==> src/rtl/sample_accumulator.sv <==
// Batch accumulator: sums NUM_SAMPLES unsigned samples through adder_nbit and holds the total until acknowledged.
// Optional build macro SAMPLE_ACCUMULATOR_SATURATE_EN clamps the total to all-ones on carry instead of wrapping.

module adder_nbit #(
    parameter int BIT_WIDTH = 8
) (
    input  logic [BIT_WIDTH-1:0] a,
    input  logic [BIT_WIDTH-1:0] b,
    input  logic                 carry_in,
    output logic [BIT_WIDTH-1:0] sum,
    output logic                 overflow
);

    // Overflow is the unsigned carry out of the top bit.
    assign {overflow, sum} = {1'b0, a} + {1'b0, b} + {{BIT_WIDTH{1'b0}}, carry_in};

endmodule

module sample_accumulator #(
    parameter int BIT_WIDTH   = 8,
    parameter int NUM_SAMPLES = 4
) (
    input  logic                 clk,
    input  logic                 n_rst,
    input  logic                 clear,
    input  logic [BIT_WIDTH-1:0] data_in,
    input  logic                 data_valid,
    output logic                 data_ready,
    output logic [BIT_WIDTH-1:0] result,
    output logic                 result_valid,
    input  logic                 result_ack,
    output logic                 overflow_flag,
    output logic [7:0]           sample_count
);

    typedef enum logic [1:0] {
        IDLE,
        ACCUM,
        DONE
    } state_t;

    state_t               state;
    logic [BIT_WIDTH-1:0] acc;
    logic [BIT_WIDTH-1:0] sum;
    logic [BIT_WIDTH-1:0] acc_next;
    logic                 carry;
    logic [7:0]           count;
    logic [8:0]           count_inc;
    logic                 accept;
    logic                 last_sample;

    adder_nbit #(
        .BIT_WIDTH(BIT_WIDTH)
    ) u_adder (
        .a       (acc),
        .b       (data_in),
        .carry_in(1'b0),
        .sum     (sum),
        .overflow(carry)
    );

    assign accept      = data_valid && data_ready;
    assign count_inc   = {1'b0, count} + 9'd1;
    assign last_sample = (count_inc == 9'(NUM_SAMPLES));

`ifdef SAMPLE_ACCUMULATOR_SATURATE_EN
    // Once a batch has saturated it stays pinned at all-ones until the batch ends.
    logic saturated;

    assign acc_next = (carry || saturated) ? {BIT_WIDTH{1'b1}} : sum;

    always_ff @(posedge clk or negedge n_rst) begin
        if (!n_rst) begin
            saturated <= 1'b0;
        end else if (clear || (state == DONE && result_ack)) begin
            saturated <= 1'b0;
        end else if (accept && state != DONE) begin
            saturated <= saturated | carry;
        end
    end
`else
    assign acc_next = sum;
`endif

    // NOTE: sequential state uses non-blocking assignments so every register samples pre-edge values.
    always_ff @(posedge clk or negedge n_rst) begin
        if (!n_rst) begin
            state         <= IDLE;
            acc           <= '0;
            count         <= '0;
            overflow_flag <= 1'b0;
        end else if (clear) begin
            // Abort wins over any sample or acknowledge presented in the same cycle.
            state         <= IDLE;
            acc           <= '0;
            count         <= '0;
            overflow_flag <= 1'b0;
        end else begin
            case (state)
                IDLE: begin
                    if (accept) begin
                        acc           <= acc_next;
                        count         <= 8'd1;
                        overflow_flag <= carry;
                        state         <= (NUM_SAMPLES == 1) ? DONE : ACCUM;
                    end
                end
                ACCUM: begin
                    if (accept) begin
                        acc           <= acc_next;
                        count         <= count_inc[7:0];
                        overflow_flag <= overflow_flag | carry;
                        if (last_sample) begin
                            state <= DONE;
                        end
                    end
                end
                DONE: begin
                    if (result_ack) begin
                        acc           <= '0;
                        count         <= '0;
                        overflow_flag <= 1'b0;
                        state         <= IDLE;
                    end
                end
                default: begin
                    state <= IDLE;
                end
            endcase
        end
    end

    assign data_ready   = (state != DONE);
    assign result_valid = (state == DONE);
    assign result       = (state == DONE) ? acc : '0;
    assign sample_count = count;

endmodule

==> config.mk <==
export PLATFORM = sky130hd
export DESIGN_NAME = sample_accumulator
export DESIGN_NICKNAME = d
export VERILOG_FILES = /design/src/rtl/sample_accumulator.sv
export SDC_FILE = /design/constraint.sdc
export NUM_CORES = 1
export LEC_CHECK = 0
export BUFFER_PORTS_ARGS = -buffer_cell sky130_fd_sc_hd__buf_2
export CAP_MARGIN = 20
export CORE_AREA = 2 2 65 67
export DETAILED_ROUTE_END_ITERATION = 12
export DIE_AREA = 0 0 67 69
export PLACE_DENSITY = 0.73
export SETUP_SLACK_MARGIN = 0.2
export SLEW_MARGIN = 40
export SYNTH_ARGS = -nofsm -noshare
export SYNTH_HDL_FRONTEND = slang
export SYNTH_HIERARCHICAL = 1
export SYNTH_SLANG_ARGS = --single-unit
export TNS_END_PERCENT = 10
==> constraint.sdc <==
create_clock -name clk -period 2.2 [get_ports clk]
set_input_delay 0.22 -clock clk [delete_from_list [all_inputs] [get_ports clk]]
set_output_delay 0.22 -clock clk [all_outputs]
set_load 0.01 [all_outputs]
* After elaboration in Yosys (flattened, before gate mapping)
Index checks and enable logic that the tools add are counted. Widths: inputs -> output; s select.
Storage, ports and cells: bits in latches 0, bits of input ports 13, memories kept 0, bits in writable memories 0, output and inout bits 19, word-level logic and storage cells 44, register bits 19, ROM bits 0
Operators by class: shift operators 0, $mul 0, divide/modulo/power cells 0, $lt $le $gt $ge 0, reductions and logical operators 8, bitwise gates (word level) 1, equal/unequal tests 9, mux-type cells 20, add/subtract/negate cells 2
Operator list (number):
- $mux 8 | 7
- $pmux 8 s3 | 1
- $pmux 8 s2 | 1
- $mux 2 | 5
- $add 8x1->9 const B | 1
- $add 8x8->9 | 1
- $eq 9x3->1 const B | 1
- $ne 3x3->1 const B | 3
- $reduce_and 4->1 | 2
- $pmux 2 s3 | 1
- $mux 1 | 4
- $reduce_bool 4->1 | 1
- $ne 3x1->1 const B | 1
- $ne 3x2->1 const B | 1
- $pmux 1 s3 | 1
- $reduce_and 3->1 | 1
- $reduce_bool 3->1 | 1
- $eq 2x1->1 const B | 1
- $eq 2x2->1 const B | 1
- $logic_not 2->1 | 1
- $ne 2x2->1 const B | 1
- $reduce_or 2->1 | 1
- $logic_and 1x1->1 | 1
- $or 1x1->1 | 1

* Longest topological paths before layout
Gate-level depths: netlist of the first run.
depth after elaboration 6, depth in mapped cells 8, gate-level depth less buffers 8

* Cells and area by module
The synthesis of the first run kept the hierarchy.
By module, submodules not included:
- sample_accumulator | cells each 132, area an instance 1236.2 um2, times used 1
- adder_nbit | cells each 37, area an instance 325.3 um2, times used 1

* Least setup slack after synthesis of the first run
No wires, ideal clock.
kind register -> register, start point register acc[0], end point register overflow_flag, setup time 122 ps, arrival 1969 ps, stages on the path, launching flop included 7, path slack 109 ps, period minus slack after synthesis 2091 ps, data required time 2078 ps, path through dfrtp_1 > fa_1 > fa_1 > a21oi_1 > o31ai_2 > a31o_1 > a32o_1
On the way: cells in the longest elaborated chain, start to end 5, elaborated cells on any way between the ends 6, classes of those cells add/sub (1); mux (4); bitwise (1)
Ends and longest elaborated chain:
- from (decl) | line 43 | logic [BIT_WIDTH-1:0] acc;
- from (signal assigned) | line 102 | acc <= acc_next;
- from (signal assigned) | line 110 | acc <= acc_next;
- $add 8x8->9 (*) | line 15 | assign {overflow, sum} = {1'b0, a} + {1'b0, b} + {{BIT_WIDTH{1'b0}}, carry_in};
- via carry | line 46 | logic carry;
- $or 1x1->1 | line 112 | overflow_flag <= overflow_flag | carry;
- $mux 1 | line 109 | if (accept) begin
- $pmux 1 s3 (*) | line 99 | case (state)
- $mux 1 (*) | line 92 | end else if (clear) begin
- to (signal assigned) | line 104 | overflow_flag <= carry;
- to (signal assigned) | line 112
- to (decl) | line 32 | output logic overflow_flag,
The timed path passes the listed nets; every way through them passes the cells marked *. The select of a mux whose other input is x is not followed. A chain may end at the register's enable or synchronous reset.

* Worst setup path in the final report of the first run
Same ends and word-level chain as after synthesis.

==> results.sh, run 1 <==
export IMPL_netlist_instances=169
export IMPL_grt_util_all_layers=0.1591
export IMPL_clkTransAtPathRegs_ps=80
export IMPL_layout_common_cells="31 x buf_2, 19 x dfrtp_1, 16 x o31ai_1, 12 x o21ai_0"
export IMPL_rows=23
export IMPL_worstPathArrival_ps=2100
export IMPL_setup_violations=0
export IMPL_grt_antenna_before_repair=0
export IMPL_grt_setup_unrepaired="yes"
export IMPL_h_tree_depth=1
export IMPL_maxSlewViolCount=0
export IMPL_power_density_nw_per_um2=909.5
export IMPL_outcome="finished, final reports clean"
export IMPL_clock_path_buffers=2
export IMPL_insertion_delay_ps=260
export IMPL_vias_per_cell=5.459
export IMPL_worstSetupEndpointType="flop"
export IMPL_crit_fanout=3
export IMPL_fmax_mhz=514.5
export IMPL_dp_cells=249
export IMPL_route_detailed_drc=0
export IMPL_final_period_utilization=0.8834
export IMPL_finalHoldViolCount=0
export IMPL_fin_cells=255
export IMPL_grt_pass1_wl_um=5927
export IMPL_criticalPathCategory="reg2reg"
export IMPL_fin_skew_ps=5.945
export IMPL_start_util=0.3990
export IMPL_ys_ff_latch=19
export IMPL_synth_edf_count=0
export IMPL_r2r_cells=6
export IMPL_grt_ovfl_total=0
export IMPL_grt_pass1_vias=1264
export IMPL_dieArea_um2=4623
export IMPL_grt_max_degree=20
export IMPL_fin_nets=233
export IMPL_finalSetupTns_ps=0
export IMPL_die_h_um=69
export IMPL_numClockSinks=19
export IMPL_fillerInstances=413
export IMPL_start_kind="flop"
export IMPL_syn_area_per_cell_um2=9.240
export IMPL_portBuffers=31
export IMPL_synth_cell_area_um2=1561
export IMPL_seqCellArea_um2=475.5
export IMPL_cts_root_buf="clkbuf_8"
export IMPL_cts_inserted_buffers=3
export IMPL_finalCriticalPeriod_ps=1943
export IMPL_synth_fp_nets=196
export IMPL_ys_warn_count=6
export IMPL_antenna_cells=0
export IMPL_first_pass_iters=4
export IMPL_mostFrequentLayoutCell="buf_2"
export IMPL_dp_hpwl_um=2599
export IMPL_drtAntennaViolNets=0
export IMPL_drtIter0Drc=51
export IMPL_synth_flop_cell="dfrtp_1"
export IMPL_place_congestion=0.7716
export IMPL_holdPathStages=3
export IMPL_critPathRequiredTime_ps=2360
export IMPL_p_leak_nw=0.9184
export IMPL_drv_cap=0
export IMPL_netlist_cell_type_count=54
export IMPL_ys_seq_area_frac=0.3045
export IMPL_cts_tree="yes"
export IMPL_io_pins=32
export IMPL_min_path_type="in2reg"
export IMPL_multi_input_area_um2=1028
export IMPL_die_x_um=67
export IMPL_core_um2=3914
export IMPL_vias=1392
export IMPL_total_power_w=0.001713
export IMPL_async_reset_ff_frac=1.000
export IMPL_area_delta_synth_final_pct=20.59
export IMPL_wl_um=3498
export IMPL_avgRoutedWirePerCell_um=13.72
export IMPL_ir_drop_mv=0.4622
export IMPL_drive_gt1_frac=0.3073
[what timing repair did]
item | CTS | global route
pin swaps | 2 | 0
setup buffers | 1 | 0
setup endpoints to repair | 2 | 3
hold buffers | 1 | 0
gates resized for setup | 1 | 2
hold endpoints to repair | 19 | 0
[per-layer routing]
layer	share of wire	global-route usage
met1	0.47	0.2324
met2	0.47	0.2398
met3	0.039	0.02284
met4	0.014	0.04989
met5	0	0
[path summary, 6_finish.rpt]
check                         startpoint               to  slack (ps)
setup / recovery                  acc[0]    overflow_flag         260
hold / removal                     clear         state[0]         410
setup reg to reg                  acc[0]    overflow_flag         260
hold reg to reg            overflow_flag    overflow_flag         520
max in group asynchronous          n_rst  sample_count[2]        1460
min in group asynchronous          n_rst           acc[1]         430
[worst max-delay path, stage by stage (launching register included)]
cell and delay [ps]:
dfrtp_1 400, fa_2 370, fa_2 390, a21oi_4 160, o31ai_2 90, a31o_1 220
a32o_1 210
[cell families after synthesis]
group / Yosys count / share of synthesized area
AND/OR/NAND/NOR: 53 / 0.1979
other: 1 / 0.002402
buffers and inverters: 17 / 0.05769
multiplexers: 1 / 0.006411
XOR/XNOR: 5 / 0.02805
flip-flops: 19 / 0.3045
AO/OA/AOI/OAI: 59 / 0.2813
adder cells (fa/ha/maj): 14 / 0.1218
[synthesized netlist by cell type, types with 2 or more instances]
master / instances / share of area
a211oi_1: 2 / 0.0096
and2_1: 8 / 0.032
buf_6: 2 / 0.014
nor2_1: 7 / 0.017
a21oi_1: 5 / 0.016
buf_2: 4 / 0.013
nand2b_1: 5 / 0.020
inv_1: 6 / 0.014
xnor2_1: 3 / 0.017
dfrtp_1: 19 / 0.30
fa_1: 2 / 0.026
or3_1: 2 / 0.0080
o31ai_1: 17 / 0.082
nand3b_1: 2 / 0.0096
ha_1: 12 / 0.096
a21o_1: 4 / 0.019
nand2_1: 10 / 0.024
nand4_1: 3 / 0.012
nand3_1: 6 / 0.019
clkbuf_2: 2 / 0.0064
nor3_1: 2 / 0.0064
xor2_1: 2 / 0.011
o21ai_0: 12 / 0.038
clkbuf_1: 2 / 0.0048
[flip-flops by register name, indices dropped and copies added (netlist names)]
name and cells:
overflow_flag 1, state 2, sample_count 8, acc 8
[cell type report]
type	instances	share of cell area
Multi-Input combinational cell	133	0.5462
Clock buffer	3	0.02193
Clock inverter	1	0.002658
Tap cell	50	0.03322
Inverter	6	0.01196
Sequential cell	19	0.2525
Timing Repair Buffer	43	0.1316
[per-stage QoR]
stage / setup slack (ps) / hold WS [ps] / instance area (µm²) / utilization
after floorplan: 258.7 / -75.59 / 1570 / -
after global placement: 211.3 / 197.3 / 1804 / 0.4610
after detailed placement: 170.4 / 194.6 / 1804 / 0.4610
after CTS: 253.6 / 417.9 / 1871 / 0.4779
after global routing: 129.8 / 425.7 / 1883 / 0.4811
final: 256.5 / 414.4 / 1883 / 0.4811
[power by group]
group          internal [W]  switching [W]
clock              0.000126       0.000131
combinational      0.000431       0.000506
sequential         0.000439      0.0000790
(Power assumes the default switching activity.)
==> run 2: changes to the inputs <==
--- a/config.mk
+++ b/config.mk
@@ -10,6 +10,7 @@
 export CORE_AREA = 2 2 65 67
 export DETAILED_ROUTE_END_ITERATION = 12
 export DIE_AREA = 0 0 67 69
+export GPL_TIMING_DRIVEN = 0
 export PLACE_DENSITY = 0.73
 export SETUP_SLACK_MARGIN = 0.2
 export SLEW_MARGIN = 40
==> run 2 against run 1 <==
  * Wire length rose by 2.8%
  * Largest power group unchanged
  * Sequential share of layout area hardly changed
  * Via count increased by 1.6%
  * Global-route usage is 0.76 points higher
  * First-iteration DRC count down 24%
  * Combinational power is 2% lower
  * Critical path type unchanged
  * Non-clock buffer count unchanged
  * Flip-flop and latch count did not move
  * Hold slack worse by 12 ps
  * Maximum frequency fell by 4.5%
  * Die area did not move
  * Sequential power grew 1%
==> results.sh, run 2 (synthesis results as in run 1) <==
export IMPL_m1WireLength_um=1707
export IMPL_vias_per_cell=5.545
export IMPL_finalCriticalPeriod_ps=2034
export IMPL_start_util=0.3990
export IMPL_drtIter0Drc=39
export IMPL_rows=23
export IMPL_dieArea_um2=4623
export IMPL_clkTransAtPathRegs_ps=80
export IMPL_fillerInstances=407
export IMPL_r2r_start="acc[0]"
export IMPL_clock_path_buffers=2
export IMPL_ff2ff_setup_slack_ps=170
export IMPL_r2r_cells=8
export IMPL_drv_cap=0
export IMPL_worst_pin_slew_ps=701.9
export IMPL_area_delta_synth_final_pct=20.43
export IMPL_grt_pass1_vias=1353
export IMPL_worstPathArrival_ps=2210
export IMPL_finalSetupTns_ps=0
export IMPL_grt_util_all_layers=0.1667
export IMPL_mostFrequentLayoutCell="buf_2"
export IMPL_ir_drop_mv=0.4646
export IMPL_core_um2=3914
export IMPL_grt_max_degree=20
export IMPL_power_density_nw_per_um2=902.1
export IMPL_reg2reg_to="acc[4]"
export IMPL_vias=1414
export IMPL_cts_tree="yes"
export IMPL_dp_hpwl_um=2712
export IMPL_fin_skew_ps=2.739
export IMPL_insertion_delay_ps=260
export IMPL_grt_pass1_wl_um=6265
export IMPL_outcome="finished, final reports clean"
export IMPL_wl_met2_um=1690
export IMPL_maxSlewViolCount=0
export IMPL_place_congestion=0.8382
export IMPL_layout_common_cells="32 x buf_2, 19 x dfrtp_1, 15 x o31ai_1, 12 x o21ai_0, 11 x ha_1"
export IMPL_slew_headroom=0.5303
export IMPL_crit_fanout=3
export IMPL_route_detailed_drc=0
export IMPL_fmax_mhz=491.6
export IMPL_critPathRequiredTime_ps=2370
export IMPL_cts_inserted_buffers=3
export IMPL_wl_um=3595
export IMPL_min_path_type="in2reg"
export IMPL_start_kind="flop"
export IMPL_drive_gt1_frac=0.3024
export IMPL_portBuffers=30
export IMPL_drtAntennaViolNets=0
export IMPL_final_period_utilization=0.9247
export IMPL_setup_violations=0
export IMPL_first_pass_iters=4
export IMPL_worstSetupEndpointType="flop"
export IMPL_grt_setup_unrepaired="yes"
export IMPL_avgRoutedWirePerCell_um=14.10
export IMPL_routed_top_layer="met4"
export IMPL_die_x_um=67
export IMPL_io_pins=32
export IMPL_hold_ws_ps=402.9
export IMPL_grt_ovfl_total=0
export IMPL_criticalPathCategory="reg2reg"
export IMPL_die_h_um=69
export IMPL_p_leak_nw=0.9131
export IMPL_endpoint="acc[4]"
export IMPL_crit_start="acc[0]"
export IMPL_grt_antenna_before_repair=0
export IMPL_h_tree_depth=1
export IMPL_finalHoldViolCount=0
export IMPL_routed_wl_met3_um=159
export IMPL_antenna_cells=0
export IMPL_fin_nets=233
export IMPL_numClockSinks=19
export IMPL_cts_root_buf="clkbuf_8"
run 2: changes by cell type in the layout (fill, tap and decap cells not counted), sizes merged:
cell    delta
clkbuf     +7
buf        -7
run 2: area by class of cell:
class | count | area, µm² | area share
plain buffers | 11 | 72.57 | 0.03859
multi-input cells | 133 | 1033 | 0.5496
well taps | 50 | 62.56 | 0.03327
inverters | 6 | 22.52 | 0.01198
clock buffers | 3 | 41.29 | 0.02196
clock inverters | 1 | 5.005 | 0.002661
flip-flops and latches | 19 | 475.5 | 0.2528
repair buffers | 32 | 167.7 | 0.08916
run 2: per-layer routing:
layer | vias up | GRT usage
met5 | - | 0
met4 | 0 | 0.03401
met3 | 5 | 0.02121
met2 | 38 | 0.2574
met1 | 662 | 0.2477
li1 | 709 | -
run 2: critical path: stages (launching register included):
cell and delay (ps):
dfrtp_1 410, fa_2 380, fa_2 400, a21oi_4 190
nor2_1 50, nor2_1 110, xnor2_1 130, nand2_1 80
o31ai_2 190
run 2: timing repair:
item | in CTS | in global routing
cloned | 0 | 0
resized for setup | 1 | 5
hold endpoints to repair | 19 | 0
hold buffers | 1 | 0
endpoints found under the setup margin | 12 | 25
setup buffers | 1 | 0
pin swaps | 2 | 0
run 2: worst min-delay path by stage:
stage               slack (ps)               to  startpoint  cells past startpoint
finish                     400         state[0]       clear                      3
detailed placement         180  sample_count[4]       n_rst                      1
global placement           180  sample_count[4]       n_rst                      1
CTS                        380         state[0]       clear                      3
floorplan                  -80           acc[0]       n_rst                      0
global route               450         state[0]       clear                      3
run 2: where the power goes:
| part | internal (W) | switching (W) | leakage, nW |
|---|---|---|---|
| Sequential | 0.000439 | 0.0000852 | 0.254 |
| Clock | 0.000126 | 0.000125 | 0.0255 |
| Combinational | 0.000408 | 0.000513 | 0.634 |
run 2: metrics by stage:
stage                     setup WS, ps  instance area [µm²]  std cells    util  total power, W
after global routing             34.85                 1881        255  0.4805        0.001851
final                            165.8                 1881        255  0.4805        0.001697
after floorplan                  258.7                 1570        169       -        0.001190
after CTS                        127.2                 1854        255  0.4738        0.001678
after detailed placement         85.40                 1783        249  0.4556        0.001400
after global placement           143.2                 1783        249  0.4556        0.001370
